### src/rtl/rtc_defs_pkg.sv
// Shared definitions for the DS1302 poll controller: command bit map, write-protect data,
// FSM state encoding, BCD field masks and command decode helpers.
package rtc_defs_pkg;

    localparam int unsigned BitWpOff = 7;
    localparam int unsigned BitWHour = 6;
    localparam int unsigned BitWMin  = 5;
    localparam int unsigned BitWSec  = 4;
    localparam int unsigned BitWpOn  = 3;
    localparam int unsigned BitRHour = 2;
    localparam int unsigned BitRMin  = 1;
    localparam int unsigned BitRSec  = 0;

    localparam logic [7:0] WpOffData = 8'h00;
    localparam logic [7:0] WpOnData  = 8'h80;

    localparam logic [7:0] SecMask  = 8'h7F;
    localparam logic [7:0] MinMask  = 8'h7F;
    localparam logic [7:0] HourMask = 8'h3F;

    typedef enum logic [3:0] {
        StIdle,
        StWpOff,
        StWHour,
        StWMin,
        StWSec,
        StWpOn,
        StRSec,
        StRMin,
        StRHour,
        StRSec2,
        StGap,
        StUpdate
    } state_e;

    // One-hot Start_Sig pattern for a state; zero for non-command states.
    function automatic logic [7:0] cmd_onehot(input state_e st);
        logic [7:0] cmd;
        cmd = '0;
        case (st)
            StWpOff: cmd[BitWpOff] = 1'b1;
            StWHour: cmd[BitWHour] = 1'b1;
            StWMin:  cmd[BitWMin]  = 1'b1;
            StWSec:  cmd[BitWSec]  = 1'b1;
            StWpOn:  cmd[BitWpOn]  = 1'b1;
            StRSec:  cmd[BitRSec]  = 1'b1;
            StRMin:  cmd[BitRMin]  = 1'b1;
            StRHour: cmd[BitRHour] = 1'b1;
            StRSec2: cmd[BitRSec]  = 1'b1;
            default: cmd = '0;
        endcase
        return cmd;
    endfunction

    // Command that follows a completed command in the single-pass flow.
    function automatic state_e next_cmd(input state_e st);
        state_e nxt;
        case (st)
            StWpOff: nxt = StWHour;
            StWHour: nxt = StWMin;
            StWMin:  nxt = StWSec;
            StWSec:  nxt = StWpOn;
            StWpOn:  nxt = StRSec;
            StRSec:  nxt = StRMin;
            StRMin:  nxt = StRHour;
            default: nxt = StUpdate;
        endcase
        return nxt;
    endfunction

endpackage

### src/rtl/rtc_cycle_counter.sv
// Loadable up-counter with a terminal-count flag; used for the poll timer and the
// per-command timeout.
module rtc_cycle_counter #(
    parameter int unsigned Width = 16
) (
    input  logic             clk_i,
    input  logic             rst_ni,
    input  logic             load_i,
    input  logic [Width-1:0] load_val_i,
    input  logic             en_i,
    input  logic [Width-1:0] term_i,
    output logic             tc_o
);

    logic [Width-1:0] count_q;
    logic [Width-1:0] count_d;

    always_comb begin
        count_d = count_q;
        if (load_i) begin
            count_d = load_val_i;
        end else if (en_i) begin
            count_d = count_q + Width'(1);
        end
    end

    always_ff @(posedge clk_i) begin
        if (!rst_ni) begin
            count_q <= '0;
        end else begin
            count_q <= count_d;
        end
    end

    assign tc_o = (count_q == term_i);

endmodule

### src/rtl/rtc_poll_ctrl.sv
// Command sequencer for the DS1302 access block: optional init write, periodic sec/min/hour
// polling, host time-set and a coherent BCD snapshot. RTC_COHERENT_READ_EN adds a seconds re-read.
module rtc_poll_ctrl
    import rtc_defs_pkg::*;
#(
    parameter int unsigned POLL_CYCLES    = 5_000_000,
    parameter int unsigned TIMEOUT_CYCLES = 65_535,
    parameter bit          INIT_ON_RESET  = 1'b1,
    parameter logic [7:0]  INIT_HOUR      = 8'h12,
    parameter logic [7:0]  INIT_MIN       = 8'h00,
    parameter logic [7:0]  INIT_SEC       = 8'h00
) (
    input  logic       CLK,
    input  logic       RSTn,
    input  logic       Set_Req,
    input  logic [7:0] Set_Hour,
    input  logic [7:0] Set_Min,
    input  logic [7:0] Set_Sec,
    output logic [7:0] Start_Sig,
    input  logic       Done_Sig,
    output logic [7:0] Time_Write_Data,
    input  logic [7:0] Time_Read_Data,
    output logic [7:0] Hour,
    output logic [7:0] Min,
    output logic [7:0] Sec,
    output logic       Time_Valid,
    output logic       Busy,
    output logic       Err
);

    localparam int unsigned PollW = (POLL_CYCLES > 1) ? $clog2(POLL_CYCLES) : 1;
    localparam int unsigned TmoW  = (TIMEOUT_CYCLES > 1) ? $clog2(TIMEOUT_CYCLES) : 1;

    state_e     state_q, state_d;
    state_e     ret_q, ret_d;
    state_e     nxt;
    logic       start_wr, timeout;
    logic       poll_tc, wait_tc;
    logic       set_pend_q, init_pend_q;
    logic [7:0] set_hour_q, set_min_q, set_sec_q;
    logic [7:0] wr_hour_q, wr_min_q, wr_sec_q;
    logic [7:0] sh_hour_q, sh_min_q, sh_sec_q;
    logic [7:0] start_sig_q, wdata_q, wdata_d;
    logic [7:0] hour_q, min_q, sec_q;
    logic       valid_q, err_q;
`ifdef RTC_COHERENT_READ_EN
    logic       retry_q, retry_d;
`endif

    rtc_cycle_counter #(
        .Width (PollW)
    ) u_poll_cnt (
        .clk_i      (CLK),
        .rst_ni     (RSTn),
        .load_i     (state_d != StIdle),
        .load_val_i ('0),
        .en_i       (state_q == StIdle),
        .term_i     (PollW'(POLL_CYCLES - 1)),
        .tc_o       (poll_tc)
    );

    // Restarts on every state change, so it measures time spent waiting in one command.
    rtc_cycle_counter #(
        .Width (TmoW)
    ) u_wait_cnt (
        .clk_i      (CLK),
        .rst_ni     (RSTn),
        .load_i     (state_d != state_q),
        .load_val_i ('0),
        .en_i       (1'b1),
        .term_i     (TmoW'(TIMEOUT_CYCLES - 1)),
        .tc_o       (wait_tc)
    );

    always_comb begin
        state_d  = state_q;
        ret_d    = ret_q;
        nxt      = StIdle;
        start_wr = 1'b0;
        timeout  = 1'b0;
`ifdef RTC_COHERENT_READ_EN
        retry_d  = (state_q == StIdle) ? 1'b0 : retry_q;
`endif
        unique case (state_q)
            StIdle: begin
                if (set_pend_q || init_pend_q) begin
                    state_d  = StWpOff;
                    start_wr = 1'b1;
                end else if (poll_tc) begin
                    state_d = StRSec;
                end
            end
            StGap:    state_d = ret_q;
            StUpdate: state_d = StIdle;
            default: begin
                if (Done_Sig) begin
                    nxt = next_cmd(state_q);
`ifdef RTC_COHERENT_READ_EN
                    if (state_q == StRHour) begin
                        nxt = StRSec2;
                    end else if (state_q == StRSec2 && !retry_q &&
                                 (Time_Read_Data & SecMask) < (sh_sec_q & SecMask)) begin
                        nxt     = StRSec;
                        retry_d = 1'b1;
                    end
`endif
                    if (nxt == StUpdate) begin
                        state_d = StUpdate;
                    end else begin
                        state_d = StGap;
                        ret_d   = nxt;
                    end
                end else if (wait_tc) begin
                    state_d = StIdle;
                    timeout = 1'b1;
                end
            end
        endcase
    end

    always_comb begin
        wdata_d = 8'h00;
        case (state_d)
            StWpOff: wdata_d = WpOffData;
            StWHour: wdata_d = wr_hour_q;
            StWMin:  wdata_d = wr_min_q;
            StWSec:  wdata_d = wr_sec_q;
            StWpOn:  wdata_d = WpOnData;
            default: wdata_d = 8'h00;
        endcase
    end

    always_ff @(posedge CLK) begin
        if (!RSTn) begin
            state_q     <= StIdle;
            ret_q       <= StIdle;
            set_pend_q  <= 1'b0;
            init_pend_q <= INIT_ON_RESET;
            set_hour_q  <= '0;
            set_min_q   <= '0;
            set_sec_q   <= '0;
            wr_hour_q   <= '0;
            wr_min_q    <= '0;
            wr_sec_q    <= '0;
            sh_hour_q   <= '0;
            sh_min_q    <= '0;
            sh_sec_q    <= '0;
            start_sig_q <= '0;
            wdata_q     <= '0;
            hour_q      <= '0;
            min_q       <= '0;
            sec_q       <= '0;
            valid_q     <= 1'b0;
            err_q       <= 1'b0;
`ifdef RTC_COHERENT_READ_EN
            retry_q     <= 1'b0;
`endif
        end else begin
            state_q     <= state_d;
            ret_q       <= ret_d;
            start_sig_q <= cmd_onehot(state_d);
            wdata_q     <= wdata_d;
`ifdef RTC_COHERENT_READ_EN
            retry_q     <= retry_d;
`endif
            // A request arriving while a sequence starts stays pending for the next one.
            set_pend_q <= Set_Req | (set_pend_q & ~start_wr);
            if (Set_Req) begin
                set_hour_q <= Set_Hour;
                set_min_q  <= Set_Min;
                set_sec_q  <= Set_Sec;
            end
            if (start_wr) begin
                init_pend_q <= 1'b0;
                wr_hour_q   <= set_pend_q ? set_hour_q : INIT_HOUR;
                wr_min_q    <= set_pend_q ? set_min_q  : INIT_MIN;
                wr_sec_q    <= set_pend_q ? set_sec_q  : INIT_SEC;
            end
            if (Done_Sig) begin
                case (state_q)
                    StRSec:  sh_sec_q  <= Time_Read_Data;
                    StRMin:  sh_min_q  <= Time_Read_Data;
                    StRHour: sh_hour_q <= Time_Read_Data;
                    default: ;
                endcase
            end
            if (state_q == StUpdate) begin
                hour_q  <= sh_hour_q & HourMask;
                min_q   <= sh_min_q & MinMask;
                sec_q   <= sh_sec_q & SecMask;
                valid_q <= 1'b1;
                err_q   <= 1'b0;
            end else if (timeout) begin
                err_q <= 1'b1;
            end
        end
    end

    assign Start_Sig       = start_sig_q;
    assign Time_Write_Data = wdata_q;
    assign Hour            = hour_q;
    assign Min             = min_q;
    assign Sec             = sec_q;
    assign Time_Valid      = valid_q;
    assign Err             = err_q;
    assign Busy            = (state_q != StIdle);

endmodule

### config.mk
export PLATFORM = sky130hd
export DESIGN_NAME = rtc_poll_ctrl
export DESIGN_NICKNAME = d
export VERILOG_FILES = /design/src/rtl/rtc_defs_pkg.sv /design/src/rtl/rtc_cycle_counter.sv /design/src/rtl/rtc_poll_ctrl.sv
export SDC_FILE = /design/constraint.sdc
export NUM_CORES = 1
export LEC_CHECK = 0
export ABC_AREA = 0
export CORE_UTILIZATION = 52
export CTS_CLUSTER_DIAMETER = 200
export DETAILED_ROUTE_END_ITERATION = 10
export PLACE_DENSITY_LB_ADDON = 0.05
export SLEW_MARGIN = 5
export SYNTH_ARGS = -nofsm -noshare
export SYNTH_HDL_FRONTEND = slang
export SYNTH_SLANG_ARGS = --single-unit
export TNS_END_PERCENT = 100
### constraint.sdc
create_clock -name CLK -period 6.25 [get_ports CLK]
set_input_delay 0.625 -clock CLK [delete_from_list [all_inputs] [get_ports CLK]]
set_output_delay 0.625 -clock CLK [all_outputs]
set_load 0.01 [all_outputs]
==> results_dict.tcl, run 1 <==
set metrics [dict create \
    status "complete, but fails checks" \
    violations "DRC" \
    portBuffers 73 \
    synth_top_cells_by_area "dfxtp_1 50%, nor2_1 6.7%, mux2i_1 6.0%, nand2_1 4.3%, xnor2_1 3.7%" \
    critPathArrivalTime_ns 4.08 \
    cts_sinks 155 \
    async_reset_ff_frac 0 \
    p_leak_nw 2.64 \
    syn_area_per_cell_um2 8.90 \
    seqCellArea_um2 3100 \
    peakVddDrop_mv 0.301 \
    cts-resized-gates 0 \
    insertion_delay_ns 0.42 \
    die_area_um2 12400 \
    cp.required_ns 6.59 \
    fin_crit_ns 3.73 \
    synthCells 699 \
    fp.dieW_um 111 \
    synth_area_leader_cell "dfxtp_1" \
    vias_per_cell 5.53 \
    synth_enable_flop_cells 0 \
    grt_pass1_wl_um 22900 \
    yosysWarningCount 0 \
    synthFlopType "dfxtp_1" \
    rows 39 \
    antenna_found_initial 0 \
    slew_headroom 0.183 \
    synthTopCellsByCount "155 x dfxtp_1, 111 x nor2_1, 71 x nand2_1" \
    fillers 970 \
    top_register "u_poll_cnt.count_q" \
    hold_violations 0 \
    core_um2 11500 \
    clockRootBuffer "clkbuf_16" \
    critical_path.max_stage_delay_ns 0.93 \
    hold_path_class "reg -> reg" \
    postRouteWirelength_um 13400 \
    period_share 0.597 \
    cpMaxStageDelayCell "or4b_1" \
    syn_area_um2 6220 \
    skew_ns 0.00964 \
    synthDominantCellAreaShare 0.499 \
    power_density_nw_per_um2 370 \
    postRouteAntennaNets 0 \
    ys_seq_elements 155 \
    max_freq_ghz 0.268 \
    postLayoutCoreUtil 0.654 \
    drv_slew 0 \
    setup_viol 0 \
    grt_pass1_vias 4757 \
    cts_max_path_buffers 2 \
    power.total_w 0.00279 \
    crit_chain "nor4_4 -> inv_2 -> o21ai_2 -> o221ai_1 -> nand2b_1 -> or4b_1 -> a21oi_1" \
    cp_max_fo 23 \
    largest_reg_flops 23 \
    initial_core_util 0.540 \
    clk_pin_slew_ns 0.06 \
    ios 79 \
    place_congestion 0.850 \
    area_growth_pct 21.1 \
    worst_pin_slew_ns 1.22 \
    place_hpwl_um 8960 \
    postCtsSetupBuffers 0 \
    setup_tns_ns 0 \
    multi_input_area_um2 2880 \
    drive_gt1_frac 0.0614 \
    drc_errors 17 \
    wl_per_cell_um 14.7 \
    worstSetupPathType "reg -> reg" \
    reg.largest.list "u_poll_cnt.count_q (23), u_wait_cnt.count_q (16)" \
    maxCapViolCount 0 \
    grt_max_degree 100 \
    diodes 0 \
    dr.pass1.iters 10 \
    numCtsBuffers 17 \
    grt_overflow 0 \
    cts_tree "done" \
    rsz0062_at_grt "no" \
    setup.worst_path.start_class "flip-flop" \
    vias 5024 \
    layout.nets 793 \
    htreeDepth 4 \
    die_h_um 111 \
    cts_hold_buf 0 \
    drt_iter0_markers 338 \
    crit_path_end_kind "flip-flop" \
    yosysUniqueCellTypes 55 \
    ys_seq_area_frac 0.499 \
    yosysMostFrequentCell "dfxtp_1" \
    grt.total_usage 0.231 \
]
## final cells by class
type	instances	area share
clock buffer	23	0.0648
sequential	155	0.412
inverter	15	0.00748
timing repair buffer	77	0.101
multi-input combinational	488	0.382
tap	143	0.0238
clock inverter	8	0.00897
## worst max-delay path: cells and delay by family, from the launching register on
kind                   cells  cell delay (ns)
AOI/OAI and AO/OA          3             0.85
and+or+nand+nor            3             2.07
DFF                        1             0.50
buffers and inverters      1             0.23
## routing by layer
metal	up-vias	global-route usage	wire length, um
met5	-	0	0
met4	0	0.0838	138
li1	2528	-	-
met2	115	0.379	6500
met3	11	0.0610	557
met1	2370	0.294	6160
## path summary, 6_finish.rpt
check / from / to / slack, ns / depth (start not counted)
hold / removal: sh_hour_q[0] / Hour[0] / 0.45 / 2
setup / recovery: state_q[0] / u_poll_cnt.count_q[1] / 2.52 / 7
setup reg to reg: state_q[0] / u_poll_cnt.count_q[1] / 2.52 / 7
hold reg to reg: sh_hour_q[0] / Hour[0] / 0.45 / 2
## where the power goes
| part | switching [W] | leakage (nW) | internal [W] |
|---|---|---|---|
| registers | 0.0000651 | 1.26 | 0.00105 |
| clock network | 0.000377 | 0.278 | 0.000583 |
| logic | 0.000497 | 1.10 | 0.000213 |
| total | 0.000939 | 2.64 | 0.00185 |
## stage by stage
stage	instances	hold slack (ns)	setup WS [ns]	area, um2
5_1_grt	909	0.453	2.19	7530
3_3_place_gp	878	0.435	2.68	6970
2_1_floorplan	702	0.428	3.81	6230
3_5_place_dp	878	0.439	2.58	6970
6_report	909	0.450	2.52	7530
4_1_cts	909	0.447	2.57	7520
## cell families after synthesis
group,synth area share
buffers and inverters,0.0418
and+or+nand+nor,0.221
AOI/OAI and AO/OA,0.116
other,0.000603
xor gates and xnor gates,0.0563
muxes,0.0595
adders and majority gates,0.00603
DFF,0.499
## cells in the final DEF (no fill, tap or decap), drive strengths merged, types with 8 or more instances in the layout
cell type,synthesis,final
a211oi,8,8
a21oi,35,35
a22oi,24,24
clkbuf,31,23
clkdlybuf4s50,0,73
dfxtp,155,155
inv,15,15
mux2i,37,37
nand2,71,71
nand3,29,29
nand4,20,20
nor2,111,111
nor3,27,27
nor4,8,8
o21ai,23,23
xnor2,26,26
xor2,14,14
Note: power is estimated with default switching activity, not from simulation.
==> inputs of run 2 (changes only) <==
==> constraint.sdc (replaced) <==
create_clock -name CLK -period 3.9 [get_ports CLK]
set_input_delay 0.39 -clock CLK [delete_from_list [all_inputs] [get_ports CLK]]
set_output_delay 0.39 -clock CLK [all_outputs]
set_load 0.01 [all_outputs]
==> run 2 against run 1 <==
The flow still finishes with violations (DRC). Routed wire length rose by 3.8%. Cell count rose by 0.77%. Clock skew fell by 0.0011 ns. First-iteration DRC count fell by 6.2%. Power rose by 68%. Register-to-register slack got worse by 1.9 ns. Worst hold slack improved by 0.0014 ns. Fmax rose by 14%. Count of clock-buffer cells in the layout fell by 2. Critical path type unchanged. Critical endpoint is now u_poll_cnt.count_q[6].
==> results_dict.tcl, run 2 (synthesized netlist as in run 1, its figures left out) <==
set metrics [dict create \
    critPathArrivalTime_ns 3.63 \
    vias_per_cell 5.50 \
    max_freq_ghz 0.304 \
    die_area_um2 12400 \
    fp.dieW_um 111 \
    r2r_slack_ns 0.61 \
    drc_errors 17 \
    top_register "u_poll_cnt.count_q" \
    skew_ns 0.00857 \
    grt_pass1_wl_um 23400 \
    postRouteAntennaNets 0 \
    p_sw_frac 0.331 \
    cp_max_fo 23 \
    vias 5039 \
    numCtsBuffers 17 \
    initial_core_util 0.540 \
    place_congestion 0.798 \
    peakVddDrop_mv 0.560 \
    portBuffers 73 \
    cts_max_path_buffers 2 \
    p_int_w 0.00312 \
    grt.total_usage 0.237 \
    power_frac_seq 0.383 \
    place_hpwl_um 9490 \
    period_share 0.843 \
    setup_tns_ns 0 \
    rsz0062_at_grt "no" \
    hold_violations 0 \
    p_leak_nw 2.68 \
    worstSetupPathType "reg -> reg" \
    maxCapViolCount 0 \
    htreeDepth 4 \
    final_area_um2 7620 \
    drv_slew 0 \
    power.switching_w 0.00155 \
    layout.nets 799 \
    reg.largest.list "u_poll_cnt.count_q (23), u_wait_cnt.count_q (16)" \
    drive_gt1_frac 0.0699 \
    clk_pin_slew_ns 0.06 \
    final_common_cell "dfxtp_1" \
    drt_iter0_markers 317 \
    grt_pass1_vias 4947 \
    grt_overflow 0 \
    wl_per_cell_um 15.1 \
    fin_crit_ns 3.29 \
    violations "DRC" \
    cp.required_ns 4.24 \
    p_clk_frac 0.360 \
    insertion_delay_ns 0.42 \
    power_density_nw_per_um2 612 \
    slew_headroom 0.196 \
    postCtsSetupBuffers 0 \
    setup.worst_path.start_class "flip-flop" \
    crit_path_end_kind "flip-flop" \
    cts_tree "done" \
    postRouteWirelength_um 13900 \
    hold_path_class "reg -> reg" \
    antenna_found_initial 0 \
    core_um2 11500 \
    cts_hold_buf 0 \
    mostFrequentLayoutCells "155 x dfxtp_1, 111 x nor2_1, 73 x clkdlybuf4s50_1, 71 x nand2_1, 37 x mux2i_1" \
    status "complete, but fails checks" \
    cts_sinks 155 \
    rows 39 \
    dpl_worst_slack_ns 0.654 \
    area_growth_pct 22.6 \
    power.share.combinational 0.257 \
    placedInstanceArea_um2 7010 \
    worst_slack_ns 0.614 \
    setup_viol 0 \
    die_h_um 111 \
    ios 79 \
    clockRootBuffer "clkbuf_16" \
    grt_max_degree 42 \
    dr.pass1.iters 10 \
    cts-resized-gates 0 \
    worst_pin_slew_ns 1.20 \
    diodes 0 \
    largest_reg_flops 23 \
]
==> run 2: cell types whose count changed in the layout (fill, tap and decap cells not counted), sizes merged <==
cell,change
buf,+6
clkbuf,-2
clkinvlp,+2
bufinv,+2
inv,+1
clkinv,-2
==> run 2: area by class of cell <==
type	count	area [um2]
timing repair buffer	83	806
tap	143	179
clock buffer	21	470
multi-input combinational	488	2870
clock inverter	11	141
sequential	155	3100
fill	973	3890
inverter	15	56.3
==> run 2: power groups by stage <==
stage | clock [W] | sequential, W | combinational (W)
4_1_cts | 0.00171 | 0.00178 | 0.00119
3_5_place_dp | 0 | 0.00182 | 0.00118
2_1_floorplan | 0 | 0.00177 | 0.000877
6_report | 0.00168 | 0.00179 | 0.00120
5_1_grt | 0.00179 | 0.00180 | 0.00132
3_3_place_gp | 0 | 0.00181 | 0.00115
==> run 2: per-layer routing <==
metal / track usage / share of wire / up-vias
li1: - / - / 2534
met1: 0.282 / 0.45 / 2388
met2: 0.400 / 0.49 / 103
met3: 0.0762 / 0.046 / 14
met4: 0.0901 / 0.012 / 0
met5: 0 / 0 / -
==> run 2: path summary, 6_finish.rpt <==
kind / startpoint / cells past startpoint / end
max: state_q[0] / 9 / u_poll_cnt.count_q[6]
min: sh_min_q[5] / 2 / Min[5]
max reg2reg: state_q[0] / 9 / u_poll_cnt.count_q[6]
min reg2reg: sh_min_q[5] / 2 / Min[5]
==> run 2: worst max-delay path, stage by stage (launching register included) <==
cell and delay (ns):
dfxtp_1 0.49, nor4_4 0.34, buf_4 0.21, inv_2 0.12
o21ai_2 0.14, o221ai_1 0.17, buf_4 0.21, nand2b_1 0.34
or4b_1 0.94, nor2_1 0.25
==> run 2: metrics by stage <==
step                total power, W  hold slack (ns)   util  cells
floorplan                  0.00265            0.428      -    702
global placement           0.00296            0.436  0.609    884
detailed placement         0.00300            0.444  0.609    884
CTS                        0.00468            0.453  0.662    916
global route               0.00491            0.467  0.662    916
finish                     0.00467            0.452  0.662    916
